==> src/rtl/i2c_wb_slave.sv <==
// I2C slave with a Wishbone register front end: CSR, slave address, transmit and receive bytes.
// A single always_ff holds all state; hardware status sets are written after bus writes so set wins over w1c.
module i2c_wb_slave #(
  parameter int         WB_ADDR_WIDTH  = 2,
  parameter int         WB_DATA_WIDTH  = 8,
  parameter int         I2C_DATA_WIDTH = 8,
  parameter logic [6:0] RESET_SLV_ADDR = 7'h22
) (
  input  logic                     clk_i,
  input  logic                     rst_i,
  input  logic                     cyc_i,
  input  logic                     stb_i,
  input  logic                     we_i,
  input  logic [WB_ADDR_WIDTH-1:0] adr_i,
  input  logic [WB_DATA_WIDTH-1:0] dat_i,
  output logic [WB_DATA_WIDTH-1:0] dat_o,
  output logic                     ack_o,
  output logic                     irq_o,
  input  logic                     scl_i,
  input  logic                     sda_i,
  output logic                     sda_o
);

  localparam int DW  = WB_DATA_WIDTH;
  localparam int IDW = I2C_DATA_WIDTH;
  localparam logic [WB_ADDR_WIDTH-1:0] A_CSR = WB_ADDR_WIDTH'(0);
  localparam logic [WB_ADDR_WIDTH-1:0] A_ADR = WB_ADDR_WIDTH'(1);
  localparam logic [WB_ADDR_WIDTH-1:0] A_TXD = WB_ADDR_WIDTH'(2);
  localparam logic [WB_ADDR_WIDTH-1:0] A_RXD = WB_ADDR_WIDTH'(3);
  // bit_cnt reaches IDW after the last data bit, IDW+1 once the ACK clock is under way
  localparam logic [3:0] LAST_BIT  = 4'(IDW - 1);
  localparam logic [3:0] ACK_DRIVE = 4'(IDW);
  localparam logic [3:0] ACK_DONE  = 4'(IDW + 1);

  typedef enum logic [2:0] {
    IDLE, ADDR, ADDR_ACK, WR_DATA, WR_ACK, RD_DATA, RD_ACK, IGNORE
  } state_t;

  state_t           state;
  logic             en, ie, busy, rxv, txe, ovr, stp, irqp;
  logic [6:0]       slv_adr;
  logic [IDW-1:0]   txd, rxd, shift, tx_shift;
  logic [3:0]       bit_cnt;
  logic             rw, addressed;
  logic [1:0]       scl_sync, sda_sync;
  logic             scl_q, sda_q;
  logic             scl_s, sda_s, scl_rise, scl_fall, start_det, stop_det;
  logic             wb_hit;
  logic [IDW-1:0]   rx_byte, tx_load;
  logic [DW-1:0]    rd_val;

  assign scl_s     = scl_sync[1];
  assign sda_s     = sda_sync[1];
  assign scl_rise  = scl_s & ~scl_q;
  assign scl_fall  = ~scl_s & scl_q;
  assign start_det = scl_s & scl_q & sda_q & ~sda_s;
  assign stop_det  = scl_s & scl_q & ~sda_q & sda_s;
  assign wb_hit    = cyc_i & stb_i & ~ack_o;
  assign rx_byte   = {shift[IDW-2:0], sda_s};
  // an empty transmit register goes out as all ones so the master sees an idle line
  assign tx_load   = txe ? '1 : txd;

  always_comb begin
    rd_val = '0;
    case (adr_i)
      A_CSR:   rd_val = DW'({en, ie, busy, rxv, txe, ovr, stp, irqp});
      A_ADR:   rd_val = DW'({1'b0, slv_adr});
      A_TXD:   rd_val = DW'(txd);
      A_RXD:   rd_val = DW'(rxd);
      default: rd_val = '0;
    endcase
  end

  always_ff @(posedge clk_i or posedge rst_i) begin
    if (rst_i) begin
      state     <= IDLE;
      {en, ie, busy, rxv, ovr, stp, irqp} <= '0;
      txe       <= 1'b1;
      slv_adr   <= RESET_SLV_ADDR;
      txd       <= '0;
      rxd       <= '0;
      shift     <= '0;
      tx_shift  <= '0;
      bit_cnt   <= '0;
      rw        <= 1'b0;
      addressed <= 1'b0;
      scl_sync  <= 2'b11;
      sda_sync  <= 2'b11;
      scl_q     <= 1'b1;
      sda_q     <= 1'b1;
      sda_o     <= 1'b1;
      ack_o     <= 1'b0;
      dat_o     <= '0;
      irq_o     <= 1'b0;
    end else begin
      scl_sync <= {scl_sync[0], scl_i};
      sda_sync <= {sda_sync[0], sda_i};
      scl_q    <= scl_s;
      sda_q    <= sda_s;
      ack_o    <= wb_hit;
      irq_o    <= ie & irqp;

      if (wb_hit) begin
        if (we_i) begin
          case (adr_i)
            A_CSR: begin
              en <= dat_i[7];
              ie <= dat_i[6];
              if (dat_i[2]) ovr  <= 1'b0;
              if (dat_i[1]) stp  <= 1'b0;
              if (dat_i[0]) irqp <= 1'b0;
            end
            A_ADR: slv_adr <= dat_i[6:0];
            A_TXD: begin
              txd <= dat_i[IDW-1:0];
              txe <= 1'b0;
            end
            default: ;
          endcase
        end else begin
          dat_o <= rd_val;
          if (adr_i == A_RXD) rxv <= 1'b0;
        end
      end

      if (stop_det) begin
        state     <= IDLE;
        sda_o     <= 1'b1;
        busy      <= 1'b0;
        addressed <= 1'b0;
        if (addressed) begin
          stp  <= 1'b1;
          irqp <= 1'b1;
        end
      end else if (start_det && en) begin
        state   <= ADDR;
        bit_cnt <= '0;
        busy    <= 1'b1;
        sda_o   <= 1'b1;
      end else begin
        case (state)
          ADDR: if (scl_rise) begin
            shift   <= rx_byte;
            bit_cnt <= bit_cnt + 4'd1;
            if (bit_cnt == LAST_BIT) begin
              if (rx_byte[7:1] == slv_adr) begin
                state     <= ADDR_ACK;
                rw        <= rx_byte[0];
                addressed <= 1'b1;
              end else begin
                state <= IGNORE;
              end
            end
          end
          ADDR_ACK, WR_ACK: if (scl_fall) begin
            if (bit_cnt == ACK_DRIVE) begin
              sda_o   <= 1'b0;
              bit_cnt <= ACK_DONE;
            end else begin
              bit_cnt <= '0;
              if (state == ADDR_ACK && rw) begin
                state    <= RD_DATA;
                sda_o    <= tx_load[IDW-1];
                tx_shift <= tx_load << 1;
              end else begin
                state <= WR_DATA;
                sda_o <= 1'b1;
              end
            end
          end
          WR_DATA: if (scl_rise) begin
            shift   <= rx_byte;
            bit_cnt <= bit_cnt + 4'd1;
            if (bit_cnt == LAST_BIT) begin
              rxd   <= rx_byte;
              if (rxv) ovr <= 1'b1;
              rxv   <= 1'b1;
              irqp  <= 1'b1;
              state <= WR_ACK;
            end
          end
          RD_DATA: begin
            if (scl_rise) begin
              bit_cnt <= bit_cnt + 4'd1;
              if (bit_cnt == LAST_BIT) txe <= 1'b1;
            end
            if (scl_fall) begin
              if (bit_cnt == ACK_DRIVE) begin
                sda_o <= 1'b1;
                state <= RD_ACK;
              end else begin
                sda_o    <= tx_shift[IDW-1];
                tx_shift <= tx_shift << 1;
              end
            end
          end
          RD_ACK: begin
            if (scl_rise) begin
              if (sda_s) state <= IGNORE;
              else bit_cnt <= ACK_DONE;
            end
            if (scl_fall && bit_cnt == ACK_DONE) begin
              state    <= RD_DATA;
              bit_cnt  <= '0;
              sda_o    <= tx_load[IDW-1];
              tx_shift <= tx_load << 1;
            end
          end
          default: sda_o <= 1'b1;
        endcase
      end
    end
  end

endmodule

==> config.mk <==
export PLATFORM = sky130hd
export DESIGN_NAME = i2c_wb_slave
export DESIGN_NICKNAME = d
export VERILOG_FILES = /design/src/rtl/i2c_wb_slave.sv
export SDC_FILE = /design/constraint.sdc
export NUM_CORES = 1
export LEC_CHECK = 0
export CORE_ASPECT_RATIO = 1.4
export CORE_MARGIN = 2
export CORE_UTILIZATION = 60
export DETAILED_ROUTE_END_ITERATION = 7
export HOLD_SLACK_MARGIN = 0.03
export MAX_ROUTING_LAYER = met4
export PLACE_DENSITY = 0.82
export REMOVE_ABC_BUFFERS = 1
export SYNTH_ARGS = -nofsm -noshare
export SYNTH_HDL_FRONTEND = slang
export SYNTH_SLANG_ARGS = --single-unit
==> constraint.sdc <==
create_clock -name clk_i -period 6.1 [get_ports clk_i]
set_clock_uncertainty 0.05 [all_clocks]
set_input_delay 0.61 -clock clk_i [delete_from_list [all_inputs] [get_ports clk_i]]
set_output_delay 0.61 -clock clk_i [all_outputs]
set_load 0.01 [all_outputs]
* Yosys cells after proc, flatten, opt, wreduce, memory -nomap -nowiden
Index checks and enable logic that the tools add are counted.
** Word-level totals
- Word-level logic and storage cells :: 199
- Register bits after elaboration :: 72
- Latch bits :: 0
- Memory bits (read-only) :: 0
- Memories :: 0
- Output and inout port bits :: 11
- Bits in writable memories :: 0
** Operators by class
- Shift operators :: 0
- Eq/ne operators :: 36
- Add/sub/neg operators :: 1
- Reduce and logical (&&, ||, !) cells :: 27
- Div/mod/pow operators :: 0
- Multiply operators :: 0
- Bitwise operators :: 18
- Order comparisons :: 0
- Muxes and demuxes :: 92
** Operators by type and width (number)
- $mux 1 :: 58
- $mux 8 :: 7
- $mux 3 :: 15
- $ne 4x4->1 const B :: 11
- $pmux 8 s4 :: 1
- $mux 4 :: 7
- $pmux 8 s3 :: 1
- $pmux 3 s5 :: 1
- $ne 2x2->1 const B :: 7
- $pmux 4 s3 :: 1
- $reduce_and 6->1 :: 2
- $reduce_and 11->1 :: 1
- $and 1x1->1 :: 10
- $ne 5x5->1 const B :: 2
- $reduce_and 5->1 :: 2
- $reduce_bool 2->1 :: 5
- $eq 3x3->1 const B :: 3
- $reduce_and 3->1 :: 3
- $reduce_and 9->1 :: 1
- $eq 4x4->1 const B :: 2
- $not 1->1 :: 8
- $reduce_and 4->1 :: 2
- $eq 7x7->1 :: 1
- $reduce_bool 7->1 :: 1
- 16 further kinds :: 22

* Depth between registers and ports, before layout
Gate-level depths: netlist of the first run.
- Word-level depth :: 10
- Gate-level depth with buffers :: 8
- Mapped depth without buffers :: 8

* Worst setup path after synthesis of the first run
No wires, ideal clock.
- Path type :: register to register
- Start :: register bit_cnt[0]
- End :: register tx_shift[2]
- Data arrival time :: 1919 ps
- Stages on the path, launching flop included :: 9
- Setup slack :: 4006 ps
- Buffers on the path :: 1
- Path through :: dfrtp_1 -> inv_1 -> ha_1 -> and4bb_1 -> nor4_4 -> a31o_1 -> o311a_1 -> buf_6 -> mux2_4
** On the way
- Cells in the longest elaborated chain, start to end :: 4
** RTL lines
- from (decl) :: RTL line 43 : logic [3:0] bit_cnt;
- from (signal assigned) :: RTL line 144 : bit_cnt <= bit_cnt + 4'd1;
- from (signal assigned) :: RTL line 173 : bit_cnt <= bit_cnt + 4'd1;
- from (signal assigned) :: RTL line 184 : bit_cnt <= bit_cnt + 4'd1;
- $eq 4x4->1 :: RTL line 202 : if (scl_fall && bit_cnt == ACK_DONE) begin
- $logic_and 1x1->1 :: RTL line 202
- $ne 2x2->1 (no source line)
- $reduce_and 9->1 (no source line) (*)
- to (signal assigned) :: RTL line 164 : tx_shift <= tx_load << 1;
- to (signal assigned) :: RTL line 193 : tx_shift <= tx_shift << 1;
- to (signal assigned) :: RTL line 206 : tx_shift <= tx_load << 1;
- to (decl) :: RTL line 42 : logic [IDW-1:0] txd, rxd, shift, tx_shift;
Mark *: on every way between the ends. The rest lies on a longest branch, timed or not.
A chain may end at the register's enable or synchronous reset.

* Worst setup path in the final report of the first run
- Start :: register state[0]
- End :: register state[1]
** On the way
- Cells in the longest elaborated chain, start to end :: 8
** RTL lines
- from (decl) :: RTL line 39 : state_t state;
- from (signal assigned) :: RTL line 76 : state <= IDLE;
- from (signal assigned) :: RTL line 127 : state <= IDLE;
- from (signal assigned) :: RTL line 136 : state <= ADDR;
- $eq 3x2->1 :: RTL line 141, 161
- $logic_and 1x1->1 :: RTL line 161 : if (state == ADDR_ACK && rw) begin
- $mux 3 :: RTL line 161
- $mux 3 :: RTL line 156 : if (bit_cnt == ACK_DRIVE) begin
- $mux 3 :: RTL line 155 : ADDR_ACK, WR_ACK: if (scl_fall) begin
- $pmux 3 s5 :: RTL line 141 : case (state)
- $mux 3 :: RTL line 135 : end else if (start_det && en) begin
- $mux 3 :: RTL line 126 : if (stop_det) begin
Parallel ways exist; a longest one is shown, timed or not. The select of a mux whose other input is x is not followed.

==> impl_metrics.ini, run 1 <==
[timing]
layout_min_cycle_time_ns = 2.55
maxSlewViolCount = 0
worst_slack_ns = 3.55
fmax_mhz = 392
rsz0062_at_grt = false
worstMarginPinSlew_ns = 0.861
hold_viol = 0
relSlewSlack = 0.426
hold_slack_ns = 0.307
finalSetupViolCount = 0
period_share = 0.418
setup_tns_ns = 0

[grt]
grt_start_max_net_pins = 72
grt_usage = 0.280
grt_pass1_wl_mm = 13.6
first_global_vias = 2619
grt_antenna_before_repair = 0
overflow = 0

[finish]
drive_gt1_frac = 0.263
num-nets-final = 365
diodes = 0
syn2layout_area_growth_pct = 14.5

[cts]
cts_hold_buffers = 0
cts-root-buf = clkbuf_8
cts_tree = done
clock_path_buffers = 2
post_cts_buffers = 0
clock-sinks = 71
numCtsBuffers = 9
h-tree-depth = 3
clk_latency_ns = 0.35
cts_resized = 0
clk_pin_slew_worst_paths_ns = 0.08

[synth]
ys_types = 66
yosys-top-cells-count = dfrtp_1 (61), nand2_1 (55), mux2_2 (31)
synth_top_cell_by_area = dfrtp_1
syn_area_sq_um = 3660
ys_warn_count = 0
seq_area_frac_synth = 0.489
synth_top_area_share = 0.417
synthArstFlopShare = 1.00
synth-edff-count = 0
yosys_register_bits = 71
synth.most_common_cell = dfrtp_1
syn_inst = 317
syn_area_per_cell_sq_um = 11.5
yosys-top-cells-area = dfrtp_1 (42%), mux2_2 (9.5%), dfstp_2 (7.2%)
ys.flop_type = dfrtp_1

[status]
status = complete, no violations

[detailed_routing]
vias = 2629
post_drt_wl_per_cell_um = 20.0
detail_route.vias_per_cell = 6.26
ant_nets = 0
drc = 0
dr.pass1.iters = 4
drt_wl_total_mm = 8.40
drtIter0Drc = 194

[floorplan]
pin_count = 28
start_util = 0.624
die_width_um = 70.0
coreArea_sq_um = 5860
dieArea_sq_um = 6740
floorplan.rows = 33
die_h_um = 96.4

[min_path]
hold_path.class = reg -> reg

[critical_path]
cp-end-kind = flip-flop
cp-start-kind = flip-flop
crit_fanout = 18
arrival_ns = 2.74
required_ns = 6.29
path_class = reg -> reg

[placement]
routabilityCongestion = 0.928
dp_hpwl_mm = 5.85
port_buffers = 27
pre_cts_ws_ns = 3.38

[job]
maxCapViolCount = 0

[pwr]
powerDensity_nw_per_um2 = 414
vdd_ir_drop_max_uv = 241
leakage_nw = 1.84
==> cells in the final DEF (no fill, tap or decap), drive strengths merged, types with 2 or more instances in the layout <==
master	Yosys	final
dfrtp	61	61
nand2	55	55
mux2	40	40
clkdlybuf4s50	0	27
o21ai	20	20
a21oi	12	12
clkbuf	4	12
dfstp	10	10
nor2	10	10
inv	9	10
mux4	7	7
nor3	7	7
nand2b	4	4
xnor2	4	4
xor2	4	4
a31oi	4	4
nand3	4	4
mux2i	3	3
a21o	3	3
o211ai	3	3
ha	3	3
and4bb	3	3
and2b	3	3
or2	3	3
nor2b	2	2
nand3b	2	2
a211oi	2	2
nor3b	2	2
a22o	2	2
bufinv	0	2
nor4	2	2
o21a	2	2
==> state kept, by name (all words and copies together), names as in the netlist, 2 cells and up <==
name and flops:
bit_cnt 4, dat_o 8, rxd 8, scl_sync 2
sda_sync 2, shift 7, slv_adr 7, state 3
tx_shift 7, txd 8
==> layout make-up <==
type                       count  area (sq um)
timing repair buffer          28           278
clock inverter                 4          76.3
sequential                    71          1790
inverter                       9          33.8
tap                           70          87.6
fill                         416          1680
multi-input combinational    226          1770
clock buffer                  12           155
==> logic make-up (layout without fill, tap and decap cells) <==
kind of cell               Yosys count  in the layout  synth area share
AOI/OAI and AO/OA                   60             60             0.110
xor gates and xnor gates             8              8            0.0192
adders and majority gates            3              3            0.0103
buffers and inverters               20             53            0.0277
DFF                                 71             71             0.489
muxes                               50             50             0.183
and+or+nand+nor                    105            105             0.161
==> per-layer routing <==
| layer | track usage | vias up | share of wire |
|---|---|---|---|
| li1 | - | 1196 | - |
| met1 | 0.325 | 1328 | 0.39 |
| met2 | 0.470 | 82 | 0.54 |
| met3 | 0.0633 | 23 | 0.038 |
| met4 | 0.125 | 0 | 0.030 |
| met5 | - | - | 0 |
==> worst max-delay path: stages (launching register included) <==
cell      delay, ns
dfrtp_1        0.76
and4bb_1       0.55
and4b_4        0.33
nor3_4         0.05
a221oi_2       0.23
o21a_4         0.18
mux2_4         0.29
==> path summary, 6_finish.rpt <==
kind	from	endpoint	slack [ns]	cells past startpoint
setup / recovery	state[0]	state[1]	3.55	6
hold / removal	sda_sync[0]	sda_sync[1]	0.31	0
setup reg to reg	state[0]	state[1]	3.55	6
hold reg to reg	sda_sync[0]	sda_sync[1]	0.31	0
max in group asynchronous	rst_i	tx_shift[4]	4.67	3
min in group asynchronous	rst_i	shift[0]	0.78	3
==> where the power goes <==
part	switching, mW	internal (mW)	total, mW	leakage (nW)
registers	0.128	0.581	0.709	0.884
clock network	0.184	0.254	0.439	0.113
logic	0.274	0.312	0.586	0.841
total	0.586	1.15	1.73	1.84
==> stage by stage <==
| stage | cells | instance area, sq um | utilization | power [mW] |
|---|---|---|---|---|
| after global routing | 420 | 4190 | 0.714 | 1.83 |
| after detailed placement | 404 | 3960 | 0.675 | 1.30 |
| final | 420 | 4190 | 0.714 | 1.73 |
| after CTS | 420 | 4190 | 0.714 | 1.74 |
| after global placement | 404 | 3960 | 0.675 | 1.28 |
| after floorplan | 306 | 3590 | - | 1.12 |
Power figures use the tool's default switching activity.
==> run 2, diff against run 1 <==
--- a/config.mk
+++ b/config.mk
@@ -7,11 +7,11 @@
 export LEC_CHECK = 0
 export CORE_ASPECT_RATIO = 1.4
 export CORE_MARGIN = 2
-export CORE_UTILIZATION = 60
+export CORE_UTILIZATION = 53
 export DETAILED_ROUTE_END_ITERATION = 7
 export HOLD_SLACK_MARGIN = 0.03
 export MAX_ROUTING_LAYER = met4
-export PLACE_DENSITY = 0.82
+export PLACE_DENSITY = 0.76
 export REMOVE_ABC_BUFFERS = 1
 export SYNTH_ARGS = -nofsm -noshare
 export SYNTH_HDL_FRONTEND = slang
==> constraint.sdc (replaced) <==
create_clock -name clk_i -period 2.1 [get_ports clk_i]
set_clock_uncertainty 0.05 [all_clocks]
set_input_delay 0.21 -clock clk_i [delete_from_list [all_inputs] [get_ports clk_i]]
set_output_delay 0.21 -clock clk_i [all_outputs]
set_load 0.01 [all_outputs]
==> run 2 against run 1 <==
Against the previous run:
- the flow now finishes with violations (negative setup slack)
- global-route usage shrank 2.0 points
- hold slack worse by 0.14 ns
- die area grew 13%
- sequential share of layout area fell by 3.5 points
- clock power increased to 3.1 times the previous value
- sequential power rose to 2.8 times the previous value
- largest cell class is now multi-input gates
==> impl_metrics.ini, run 2 (synthesis results as in run 1) <==
[status]
status = complete, but fails checks
violations = negative setup slack

[timing]
layout_min_cycle_time_ns = 2.12
hold_viol = 0
maxSlewViolCount = 0
setup_tns_ns = -0.0977
fmax_mhz = 471
worstMarginPinSlew_ns = 0.521
period_share = 1.01
relSlewSlack = 0.652
worst_slack_ns = -0.0237
hold_slack_ns = 0.170
finalSetupViolCount = 6
rsz0062_at_grt = true

[detailed_routing]
drt_wl_total_mm = 8.69
vias = 2731
drtIter0Drc = 181
drc = 0
dr.pass1.iters = 4
detail_route.vias_per_cell = 5.75
ant_nets = 0
post_drt_wl_per_cell_um = 18.3

[critical_path]
crit_chain = inv_2 -> ha_4 -> and4bb_1 -> nor4_4 -> a31o_1 -> o311a_1 -> buf_12 -> mux2_4
cp-end-kind = flip-flop
cp-start-kind = flip-flop
path_class = reg -> reg
critPathBufInv = 2
arrival_ns = 2.31
crit_fanout = 7
path_delay_family = simple AND/OR/NAND/NOR gates
cpPeakStageDelay_ns = 0.36
cpMaxStageDelayCell = dfrtp_1
required_ns = 2.28

[finish]
multi_input_area_sq_um = 1800
final_common_cell = dfrtp_1
fin_util = 0.690
syn2layout_area_growth_pct = 24.8
final_cell_mix = dfrtp_1 (61), nand2_1 (55), mux2_2 (31)
top_regs = dat_o (8), rxd (8), txd (8)
n_fill_cell = 488
num-nets-final = 398
seq_area_sq_um = 1790
drive_gt1_frac = 0.339
instances_no_fill = 475
diodes = 0

[placement]
dp_hpwl_mm = 6.46
dp_cells = 455
port_buffers = 27
routabilityCongestion = 0.898

[floorplan]
pin_count = 28
floorplan.rows = 35
coreArea_sq_um = 6610
dieArea_sq_um = 7590
start_util = 0.553
die_width_um = 74.2
die_h_um = 102

[cts]
cts_tree = done
clock-sinks = 71
clk_latency_ns = 0.35
clk_pin_slew_worst_paths_ns = 0.08
numCtsBuffers = 9
clock_path_buffers = 2
cts-root-buf = clkbuf_8
h-tree-depth = 3

[job]
maxCapViolCount = 0

[pwr]
total_power_mw = 5.49
vdd_ir_drop_max_uv = 782
powerDensity_nw_per_um2 = 1200
leakage_nw = 2.04

[grt]
grt_start_max_net_pins = 23
grt_usage = 0.260
grt_pass1_wl_mm = 14.1
overflow = 0
grt_antenna_before_repair = 0
first_global_vias = 2836

[min_path]
hold_path.class = in -> async
[run 2: area by class of cell]
class | count | share of cell area
Inverter | 9 | 0.00740
Multi-Input combinational cell | 226 | 0.395
Clock inverter | 5 | 0.0233
Timing Repair Buffer | 61 | 0.126
Tap cell | 92 | 0.0252
Clock buffer | 11 | 0.0310
Sequential cell | 71 | 0.392
[run 2: where the power goes]
group | leakage [nW] | internal, mW | switching [mW]
Clock | 0.120 | 0.824 | 0.526
Sequential | 0.884 | 1.69 | 0.271
Combinational | 1.04 | 1.16 | 1.01
Total | 2.04 | 3.68 | 1.81
[run 2: metrics by stage]
step / worst slack [ns] / cell area (sq um)
floorplan: -0.115 / 3590
global placement: -0.0412 / 4250
detailed placement: -0.0824 / 4250
CTS: -0.0483 / 4520
global route: -0.0685 / 4560
finish: -0.0237 / 4560
[run 2: final timing paths]
| check | endpoint | slack [ns] | startpoint | cells after the start |
|---|---|---|---|---|
| max | tx_shift[6] | -0.02 | bit_cnt[1] | 8 |
| min | shift[5] | 0.17 | rst_i | 2 |
| max reg2reg | tx_shift[6] | -0.02 | bit_cnt[1] | 8 |
| min reg2reg | sda_sync[1] | 0.31 | sda_sync[0] | 0 |
| max in group asynchronous | slv_adr[5] | 1.26 | rst_i | 3 |
| min in group clk_i | sda_sync[0] | 0.22 | sda_i | 1 |
[run 2: routing by layer]
layer  global-route usage  up-vias  routed length [um]
li1                     -     1262                   -
met2                0.433       60                4610
met3               0.0493       23                 268
met4                0.143        0                 393
met1                0.289     1386                3420
met5                    -        -                   0
[run 2: what timing repair did]
item                                   in CTS  in global routing
pin swaps                                   4                  4
gates resized for setup                     4                  6
setup buffers                               1                  3
hold buffers                                0                  0
endpoints found under the hold margin       0                  0
setup endpoints to repair                   8                 13
